`config.mk`:
```
export PLATFORM = sky130hd
export DESIGN_NAME = mux_n_1_scan
export DESIGN_NICKNAME = d
export VERILOG_FILES = /design/src/rtl/mux_n_1_scan.sv
export SDC_FILE = /design/constraint.sdc
export NUM_CORES = 1
export LEC_CHECK = 0
export CORE_MARGIN = 2
export CORE_UTILIZATION = 30
export DETAILED_ROUTE_END_ITERATION = 16
export MAX_ROUTING_LAYER = met4
export PLACE_DENSITY = 0.63
export SETUP_SLACK_MARGIN = 0.3
export SKIP_CTS_REPAIR_TIMING = 1
export SLEW_MARGIN = 30
export SYNTH_ARGS = -nofsm -noshare
export SYNTH_HDL_FRONTEND = slang
export SYNTH_SLANG_ARGS = --single-unit
```
`constraint.sdc`:
```
create_clock -name sys_clk -period 3.8 [get_ports sys_clk]
set_clock_uncertainty 0.2 [all_clocks]
set_input_delay 0.76 -clock sys_clk [delete_from_list [all_inputs] [get_ports sys_clk]]
set_output_delay 0.76 -clock sys_clk [all_outputs]
set_load 0.02 [all_outputs]
```
`src/rtl/mux_n_1_scan.sv`:
```
// Registered N:1 multiplexer with manual select, auto-scan, post-switch blanking
// and an all-channel XOR mode.
module mux_n_1_scan #(
    parameter int unsigned CH           = 4,
    parameter int unsigned WIDTH        = 8,
    parameter int unsigned SCAN_CYCLES  = 8,
    parameter int unsigned BLANK_CYCLES = 2,
    localparam int unsigned SEL_W       = (CH > 1) ? $clog2(CH) : 1
) (
    input  logic                  sys_clk,
    input  logic                  sys_rst,
    input  logic [CH*WIDTH-1:0]   data_in,
    input  logic [SEL_W-1:0]      sel,
    input  logic                  scan_en,
    input  logic                  xor_mode,
    output logic [WIDTH-1:0]      data_out,
    output logic [SEL_W-1:0]      ch_out,
    output logic                  ch_valid
);

    localparam int unsigned CNT_W = (SCAN_CYCLES > 1) ? $clog2(SCAN_CYCLES) : 1;
    localparam int unsigned BLK_W = (BLANK_CYCLES > 1) ? $clog2(BLANK_CYCLES) : 1;

    localparam logic [SEL_W:0]   NumCh     = (SEL_W + 1)'(CH);
    localparam logic [SEL_W-1:0] LastCh    = SEL_W'(CH - 1);
    localparam logic [CNT_W-1:0] ScanLast  = CNT_W'(SCAN_CYCLES - 1);
    localparam logic [BLK_W-1:0] BlankLoad =
        BLK_W'((BLANK_CYCLES > 0) ? (BLANK_CYCLES - 1) : 0);

    if (CH < 2 || SCAN_CYCLES <= BLANK_CYCLES) begin : g_param_check
        $error("mux_n_1_scan: need CH >= 2 and SCAN_CYCLES > BLANK_CYCLES");
    end

    typedef enum logic {StRun, StBlank} state_e;

    state_e             state_q, state_d;
    logic [SEL_W-1:0]   cur_ch_q, nxt;
    logic [CNT_W-1:0]   scan_cnt_q, scan_cnt_d;
    logic [BLK_W-1:0]   blank_cnt_q, blank_cnt_d;
    logic [WIDTH-1:0]   data_q, data_d;
    logic               valid_q, valid_d;
    logic               change;
    logic [WIDTH-1:0]   chans [CH];
    logic [WIDTH-1:0]   xor_all;

    // Unpack the channel bus and fold all channels into one XOR word.
    always_comb begin
        xor_all = '0;
        for (int k = 0; k < int'(CH); k++) begin
            chans[k] = data_in[k*WIDTH +: WIDTH];
            xor_all  = xor_all ^ chans[k];
        end
    end

    // Next-channel selection: scan counter in auto mode, range-checked sel in manual.
    always_comb begin
        nxt        = cur_ch_q;
        scan_cnt_d = '0;
        if (scan_en) begin
            if (scan_cnt_q == ScanLast) begin
                scan_cnt_d = '0;
                nxt        = (cur_ch_q == LastCh) ? '0 : cur_ch_q + 1'b1;
            end else begin
                scan_cnt_d = scan_cnt_q + 1'b1;
            end
        end else if ({1'b0, sel} < NumCh) begin
            nxt = sel;
        end
    end

    assign change = (nxt != cur_ch_q);

    // FSM next state and registered output data; XOR mode overrides blanking.
    always_comb begin
        state_d     = state_q;
        blank_cnt_d = blank_cnt_q;
        data_d      = '0;
        valid_d     = 1'b0;
        if (xor_mode) begin
            state_d     = StRun;
            blank_cnt_d = '0;
            data_d      = xor_all;
            valid_d     = 1'b1;
        end else if (change && (BLANK_CYCLES > 0)) begin
            // Entering or restarting blanking; the load edge counts as one blank cycle.
            state_d     = StBlank;
            blank_cnt_d = BlankLoad;
        end else begin
            unique case (state_q)
                StRun: begin
                    data_d  = chans[nxt];
                    valid_d = 1'b1;
                end
                StBlank: begin
                    if (blank_cnt_q == '0) begin
                        state_d = StRun;
                        data_d  = chans[nxt];
                        valid_d = 1'b1;
                    end else begin
                        blank_cnt_d = blank_cnt_q - 1'b1;
                    end
                end
                default: state_d = StRun;
            endcase
        end
    end

    // State registers with synchronous reset.
    always_ff @(posedge sys_clk) begin
        if (sys_rst) begin
            state_q     <= StRun;
            cur_ch_q    <= '0;
            scan_cnt_q  <= '0;
            blank_cnt_q <= '0;
            data_q      <= '0;
            valid_q     <= 1'b0;
        end else begin
            state_q     <= state_d;
            cur_ch_q    <= nxt;
            scan_cnt_q  <= scan_cnt_d;
            blank_cnt_q <= blank_cnt_d;
            data_q      <= data_d;
            valid_q     <= valid_d;
        end
    end

    assign data_out = data_q;
    assign ch_out   = cur_ch_q;
    assign ch_valid = valid_q;

endmodule

```
======== After elaboration in Yosys (flattened, before gate mapping) ========
Cells that the tools add are included.
operators by class
  add/sub/neg operators ................... 3
  multiply operators ...................... 0
  divide/modulo/power cells ............... 0
  magnitude comparators ................... 1
  equality and inequality tests ........... 3
  shifts and indexed selects .............. 0
  multiplexer cells ....................... 20
  bitwise operators ....................... 6
  reduce and logical (&&, ||, !) cells .... 3
operator list
  operator               count
  $mux W8                5
  $xor A8 B8 Y8          3
  $bmux W8 S2            1
  $pmux W8 S2            1
  $mux W1                9
  $mux W2                3
  $add A3 B1 Y3 const B  1
  $eq A3 B3 Y1 const B   1
  $ge A3 B3 Y1 const B   1
  $not A2 Y3             1
  $reduce_or A3 Y1       1
  $add A2 B1 Y2 const B  1
  $eq A2 B2 Y1 const B   1
  $ne A2 B2 Y1           1
  $not A1 Y1             2
  $pmux W1 S2            1
  $reduce_bool A2 Y1     1
  $reduce_or A2 Y1       1
  $sub A1 B1 Y1 const B  1
storage, ports and cells
  bits in registers ....................... 16
  bits in latches ......................... 0
  RAM bits ................................ 0
  ROM bits ................................ 0
  input port bits ......................... 38
  output and inout bits ................... 11
  memories ................................ 0

======== Logic depth before layout (Yosys ltp) ========
Gate-level depths: netlist of the first run.
  depth after elaboration ................. 12
  gate-level depth with buffers ........... 8
  mapped depth without buffers ............ 6

======== Worst setup path after synthesis of the first run ========
Ideal clock, no wire load.
  kind .................................... in2reg
  start ................................... input sel[1]
  end ..................................... register data_q[0] (netlist: data_out[0])
  setup time .............................. 93 ps
  arrival time ............................ 1839 ps
  slack ................................... 1668 ps
  stages .................................. 5
  path through ............................ buf_2 > xor2_1 > nor3_1 > o2111ai_1 > o32ai_1
on the way
  word-level cells in the longest chain between the ends .. 9
  elaborated cells between the ends (all ways) .. 10
  those cells by class .................... eq/ne: 1; mux: 8; bitwise: 1
ends and longest elaborated chain
  element                                      line    RTL
  from (decl)                                  13      input logic [SEL_W-1:0] sel,
  $mux W2 *                                    59      if (scan_en) begin
  $not A2 Y3 (implied by the code)             91, 97
  $bmux W8 S2                                  91, 97
  $mux W8 (implied by the code) (2 in series)  91, 97
  $mux W8                                      95      if (blank_cnt_q == '0) begin
  $pmux W8 S2                                  89      unique case (state_q)
  $mux W8 *                                    84      end else if (change && (BLANK_CYCLES > 0)) begin
  $mux W8 *                                    79      if (xor_mode) begin
  to (signal assigned)                         122     data_q <= data_d;
  to (decl)                                    40      logic [WIDTH-1:0] data_q, data_d;
Every way passes the cells marked *; elsewhere a longest branch is shown, timed or not. The select of a mux whose other input is x is not followed.
A chain may end at the register's enable or synchronous reset.

======== Worst setup path after layout of the first run ========
  start ................................... input sel[1]
  end ..................................... register data_q[7] (netlist: data_out[7])
Same word-level chain as after synthesis.

==> impl_metrics.csv, run 1 <==
group,metric,value,unit
status,status,"completed",
power_and_ir_drop,netSwitchingFraction,30.67,%
routing,via_count,1206,
clock_tree,htree_levels,1,
logic_synthesis,synth_warnings,0,
layout,drive_above_1_share,6.989,%
clock_tree,cts_buffer_depth,2,
setup_path,crit_start,"sel[1]",
setup_path,critPathLaunchType,"input pin",
clock_tree,cts_buffers,3,
clock_tree,cts.sinks,16,
sta,relSlewSlack,43.78,%
global_route,track_usage,14.81,%
logic_synthesis,synth_area_leader_cell,"dfxtp_1",
power_and_ir_drop,p_per_area,290.1,nW/um^2
floorplan,die_area,4739,um^2
flow_run,max_cap_violations,0,
setup_path,slowest_stage,"clkdlybuf4s50_1",
sta,fmax,355.8,MHz
global_route,grt-ovfl-total,0,
placed_design,dpl.hpwl,2490,um
placed_design,numPlacedInstances,233,
sta,timing.setup.tns,0,ns
power_and_ir_drop,seqPwrFrac,36.5,%
layout,fillers,409,
logic_synthesis,synth_area,1261,um^2
logic_synthesis,yosysSeqAreaShare,25.40,%
logic_synthesis,yosysTopAreaCellShare,25.40,%
clock_tree,cts_root_buf,"clkbuf_8",
routing,drt.antenna.violating_nets,0,
placed_design,gp_congestion,0.8475,
layout,utilization,44.32,%
sta,worst_slew_pin_slew,0.8424,ns
layout,final_cells,236,
setup_path,critPathCaptureType,"flip-flop",
layout,areaGrowthSynthToFinish,41.57,%
routing,first_pass_iters,4,
logic_synthesis,synth_fp_nets,184,
clock_tree,clock_latency,0.25,ns
floorplan,die_x,68.84,um
floorplan,core_area,4029,um^2
setup_path,worst_ep_arrival_time,2.71,ns
power_and_ir_drop,p_int,0.3591,mW
global_route,grt_pass1_wl,5016,um
logic_synthesis,avgSynthCellArea,8.820,um^2
logic_synthesis,synth.area.top_cells,"dfxtp_1 25%, xnor2_1 17%, a211oi_1 13%",
placed_design,port_buffers,48,
power_and_ir_drop,p_clk_share,24.6,%
logic_synthesis,yosys_register_bits,16,
setup_path,crit_fanout,10,
sta,slew_viol_final,0,
routing,routed_via_density,5.110,
sta,hold_viol,0,
setup_path,r2r_start,"scan_cnt_q[0]$_SDFF_PP0_",
logic_synthesis,synthFlopType,"dfxtp_1",
logic_synthesis,synth_cell_types,34,
sta,period_needed,2.811,ns
power_and_ir_drop,ir_drop,0.1287,mV
power_and_ir_drop,power,0.5180,mW
placed_design,postPlaceCellArea,1744,um^2
setup_path,path_buf_inv,1,
clock_tree,clk_pin_slew,0.07,ns
setup_path,worstPathRequired,3.70,ns
setup_path,worstPathCellList,"clkdlybuf4s50_1 -> xor2_1 -> nor3_1 -> o2111ai_1 -> o32ai_1",
layout,antenna_cells,0,
sta,fin_crit_sh,73.97,%
setup_path,path_class,"input pin to flip-flop",
logic_synthesis,syn_inst,143,
global_route,grt_max_degree,32,
routing,avgRoutedWirePerCell,14.07,um
setup_path,cpPeakStageDelay,0.71,ns
min_path,hp-class,"flip-flop to flip-flop",
routing,wl,3321,um
floorplan,die_h,68.84,um
layout,final_cell_area,1785,um^2
setup_path,critPathTopFamily,"compound AO/OA/AOI/OAI gates",
floorplan,io_pins,49,
layout,layout.nets,229,
global_route,grt_pass1_vias,1158,
routing,drc_errors,0,
floorplan,start_util,31.30,%
power_and_ir_drop,p_comb_share,38.9,%
logic_synthesis,async_flop_share,0,%
sta,finalSetupViolCount,0,
sta,rsz0062_at_grt,"no",
floorplan,rows,23,
logic_synthesis,synth-edff-count,0,
routing,drt_iter0_markers,112,
min_path,min_from,"scan_cnt_q[0]$_SDFF_PP0_",
power_and_ir_drop,p_leak,0.6313,nW
global_route,antenna_found_initial,0,
clock_tree,tritoncts,"built",
power_and_ir_drop,p_switching,0.1589,mW
placed cells by master (no fill, tap or decap), drive strengths merged, types with 2 or more instances in the layout:
cell and n:
nor2b 2, nand2b 4, xor2 3, ha 3
clkbuf 3, xnor2 24, nor2 7, nand2 2
clkdlybuf4s50 48, dfxtp 16, and2 2, buf 2
a211oi 24, inv 8, a21oi 8, o21ai 8
nor3 2, o32ai 8
metal layers:
metal	wire length (um)	track usage, %	vias up
met4	34	5.147	0
met1	1457	17.37	551
met3	248	3.571	4
met5	0	-	-
met2	1581	24.76	39
li1	-	-	612
through the flow:
stage / hold slack (ns) / setup slack [ns]
global route: 0.2354 / 0.8334
floorplan: 0.1984 / 1.668
CTS: 0.2292 / 1.008
detailed placement: 0.2195 / 0.7370
global placement: 0.2086 / 0.8080
finish: 0.2212 / 0.9893
power by group through the flow:
| stage | Sequential, mW | Combinational [mW] | Clock, mW |
|---|---|---|---|
| finish | 0.189 | 0.202 | 0.128 |
| global route | 0.190 | 0.218 | 0.142 |
| CTS | 0.189 | 0.203 | 0.133 |
| detailed placement | 0.193 | 0.202 | 0 |
| global placement | 0.192 | 0.198 | 0 |
| floorplan | 0.207 | 0.106 | 0 |
cells in the mapped netlist (3+ instances only):
| cell type | count |
|---|---|
| nand2b_1 | 4 |
| inv_1 | 8 |
| xor2_1 | 3 |
| buf_2 | 5 |
| o32ai_1 | 8 |
| o21ai_0 | 8 |
| a211oi_1 | 21 |
| dfxtp_1 | 16 |
| ha_1 | 3 |
| xnor2_1 | 24 |
| a21oi_1 | 8 |
| a211oi_2 | 3 |
| nor2_1 | 6 |
sequential cells by signal (all words and copies together), names as in the netlist:
register / cells
ch_valid: 1
scan_cnt_q: 3
state_q: 1
blank_cnt_q: 1
data_out: 8
ch_out: 2
worst paths after layout:
kind | endpoint | slack (ns) | cells past startpoint
setup / recovery | data_out[7]$_SDFF_PP0_ | 0.99 | 5
hold reg to reg | scan_cnt_q[0]$_SDFF_PP0_ | 0.22 | 1
setup reg to reg | data_out[7]$_SDFF_PP0_ | 1.32 | 7
hold / removal | scan_cnt_q[0]$_SDFF_PP0_ | 0.22 | 1
logic make-up (layout without fill, tap and decap cells):
logic type	Yosys count	in the layout	synth area share (%)
buffers and inverters	18	61	8.332
AND/OR/NAND/NOR	22	22	9.523
adder cells (fa/ha/maj)	3	3	2.977
flip-flops	16	16	25.40
multiplexers	1	1	1.091
XOR/XNOR	27	27	18.75
AO/OA/AOI/OAI	56	56	33.93
worst reg2reg max path, cell delays in order, from the launching register on:
cell and delay, ns:
dfxtp_1 0.33, ha_1 0.15, ha_1 0.26, mux2i_2 0.22, buf_4 0.24, a21o_1 0.50, a211oi_1 0.17, o32ai_1 0.31
final cells by class:
cell class / count / area (um^2) / area share [%]
Timing Repair Buffer: 50 / 495.5 / 27.75
Sequential cell: 16 / 320.3 / 17.94
Tap cell: 50 / 62.56 / 3.504
Multi-Input combinational cell: 109 / 835.8 / 46.81
Inverter: 8 / 30.03 / 1.682
Clock buffer: 3 / 41.29 / 2.313
Note: power is estimated with default switching activity, not from simulation.
==> run 2, diff against run 1 <==
- clock period: 3.8 -> 2.6 ns (I/O delays scaled with it)
==> run 2 against run 1 <==
Net effect: sequential cell count is the same; worst setup slack lost 0.52 ns; sequential share of layout area shrank 0.36 points; critical path depth grew 1; clock power grew 48%; count of clock-buffer cells in the layout is the same; non-clock buffer count grew 4; sequential power grew 46%; global-route usage grew 0.90 points; hold slack gained 0.0054 ns; final cell count grew 1.7%; register-to-register slack lost 0.85 ns; highest routed layer unchanged.
==> impl_metrics.csv, run 2 (synthesis results as in run 1) <==
group,metric,value,unit
setup_path,worst_ep_arrival_time,2.05,ns
sta,timing.setup.tns,0,ns
setup_path,critPathLaunchType,"flip-flop",
power_and_ir_drop,netSwitchingFraction,30.81,%
routing,drc_errors,0,
global_route,grt-ovfl-total,0,
global_route,grt_pass1_wl,5464,um
routing,wl,3388,um
placed_design,gp_congestion,0.7916,
sta,finalSetupViolCount,0,
power_and_ir_drop,p_leak,0.6563,nW
power_and_ir_drop,p_comb_share,39.1,%
sta,period_needed,2.129,ns
routing,drt.antenna.violating_nets,0,
layout,areaGrowthSynthToFinish,44.44,%
layout,antenna_cells,0,
power_and_ir_drop,seqPwrFrac,36.0,%
status,status,"completed",
floorplan,die_area,4739,um^2
global_route,grt_max_degree,18,
flow_run,max_cap_violations,0,
power_and_ir_drop,p_clk_share,24.9,%
setup_path,path_class,"flip-flop to flip-flop",
routing,drt_iter0_markers,65,
routing,first_pass_iters,4,
setup_path,worstPathRequired,2.52,ns
clock_tree,tritoncts,"built",
layout,layout.nets,233,
clock_tree,cts_buffer_depth,2,
routing,routed_via_density,5.113,
min_path,hp-class,"flip-flop to flip-flop",
sta,slew_viol_final,0,
clock_tree,clock_latency,0.25,ns
setup_path,crit_fanout,9,
power_and_ir_drop,p_int,0.5292,mW
floorplan,start_util,31.30,%
sta,hold_viol,0,
power_and_ir_drop,p_per_area,419.9,nW/um^2
floorplan,io_pins,49,
floorplan,die_x,68.84,um
floorplan,die_h,68.84,um
placed_design,dpl.hpwl,2597,um
clock_tree,cts_root_buf,"clkbuf_8",
clock_tree,htree_levels,1,
sta,worst_slew_pin_slew,0.3895,ns
layout,largest_reg_flops,8,
sta,fin_crit_sh,81.88,%
routing,avgRoutedWirePerCell,14.12,um
power_and_ir_drop,power,0.7650,mW
routing,via_count,1227,
power_and_ir_drop,p_switching,0.2357,mW
floorplan,rows,23,
sta,fmax,469.7,MHz
sta,rsz0062_at_grt,"no",
global_route,grt_pass1_vias,1199,
global_route,track_usage,15.71,%
clock_tree,cts.sinks,16,
placed_design,port_buffers,48,
layout,layout_common_cells,"47 x clkdlybuf4s50_1, 24 x xnor2_1, 21 x a211oi_1, 16 x dfxtp_1",
power_and_ir_drop,ir_drop,0.3150,mV
setup_path,critPathCaptureType,"flip-flop",
floorplan,core_area,4029,um^2
layout,drive_above_1_share,10.53,%
clock_tree,clk_pin_slew,0.07,ns
clock_tree,cts_buffers,3,
sta,relSlewSlack,74.04,%
layout,final_common_cell,"clkdlybuf4s50_1",
global_route,antenna_found_initial,0,
run 2: cell count changes in the layout (fill, tap and decap cells not counted), sizes merged:
cell	before	now
dlymetal6s2s	0	1
buf	2	6
clkdlybuf4s50	48	47
run 2: worst max-delay path: stages (launching register included):
cell and delay, ns:
dfxtp_1 0.34, ha_1 0.15, ha_2 0.24, or3b_4 0.42, a31o_2 0.33, a211oi_1 0.20
o32ai_1 0.12
run 2: per-layer routing:
layer,global-route usage (%),wire (um),vias up
met5,-,0,-
li1,-,-,622
met3,3.896,233,2
met2,26.68,1663,35
met1,19.33,1477,568
met4,2.206,14,0
run 2: power groups by stage:
stage          sequential (mW)  clock [mW]  combinational, mW
6_report                 0.275       0.190              0.299
5_1_grt                  0.278       0.210              0.325
4_1_cts                  0.276       0.197              0.301
3_5_place_dp             0.281           0              0.299
3_3_place_gp             0.281           0              0.293
2_1_floorplan            0.302           0              0.155
run 2: cell type report:
class,instances,area [um^2]
inverter,8,30.03
fill,414,2207
clock buffer,3,41.29
tap,50,62.56
multi-input combinational,109,839.6
timing repair buffer,54,528.0
sequential,16,320.3
run 2: final timing paths:
check | startpoint | to | slack (ns) | cells after the start
max | scan_cnt_q[0]$_SDFF_PP0_ | data_out[0]$_SDFF_PP0_ | 0.47 | 6
min | scan_cnt_q[0]$_SDFF_PP0_ | scan_cnt_q[0]$_SDFF_PP0_ | 0.23 | 1
max reg2reg | scan_cnt_q[0]$_SDFF_PP0_ | data_out[0]$_SDFF_PP0_ | 0.47 | 6
min reg2reg | scan_cnt_q[0]$_SDFF_PP0_ | scan_cnt_q[0]$_SDFF_PP0_ | 0.23 | 1
run 2: metrics by stage:
stage	util [%]	setup slack (ns)	hold slack [ns]	cell area (um^2)	std cells
after floorplan	-	0.4819	0.1984	1261	143
after global placement	44.04	0.1239	0.2084	1774	237
after detailed placement	44.04	0.06889	0.2179	1774	237
after CTS	45.06	0.3132	0.2272	1815	240
after global routing	45.22	0.3242	0.2372	1822	240
final	45.22	0.4711	0.2266	1822	240
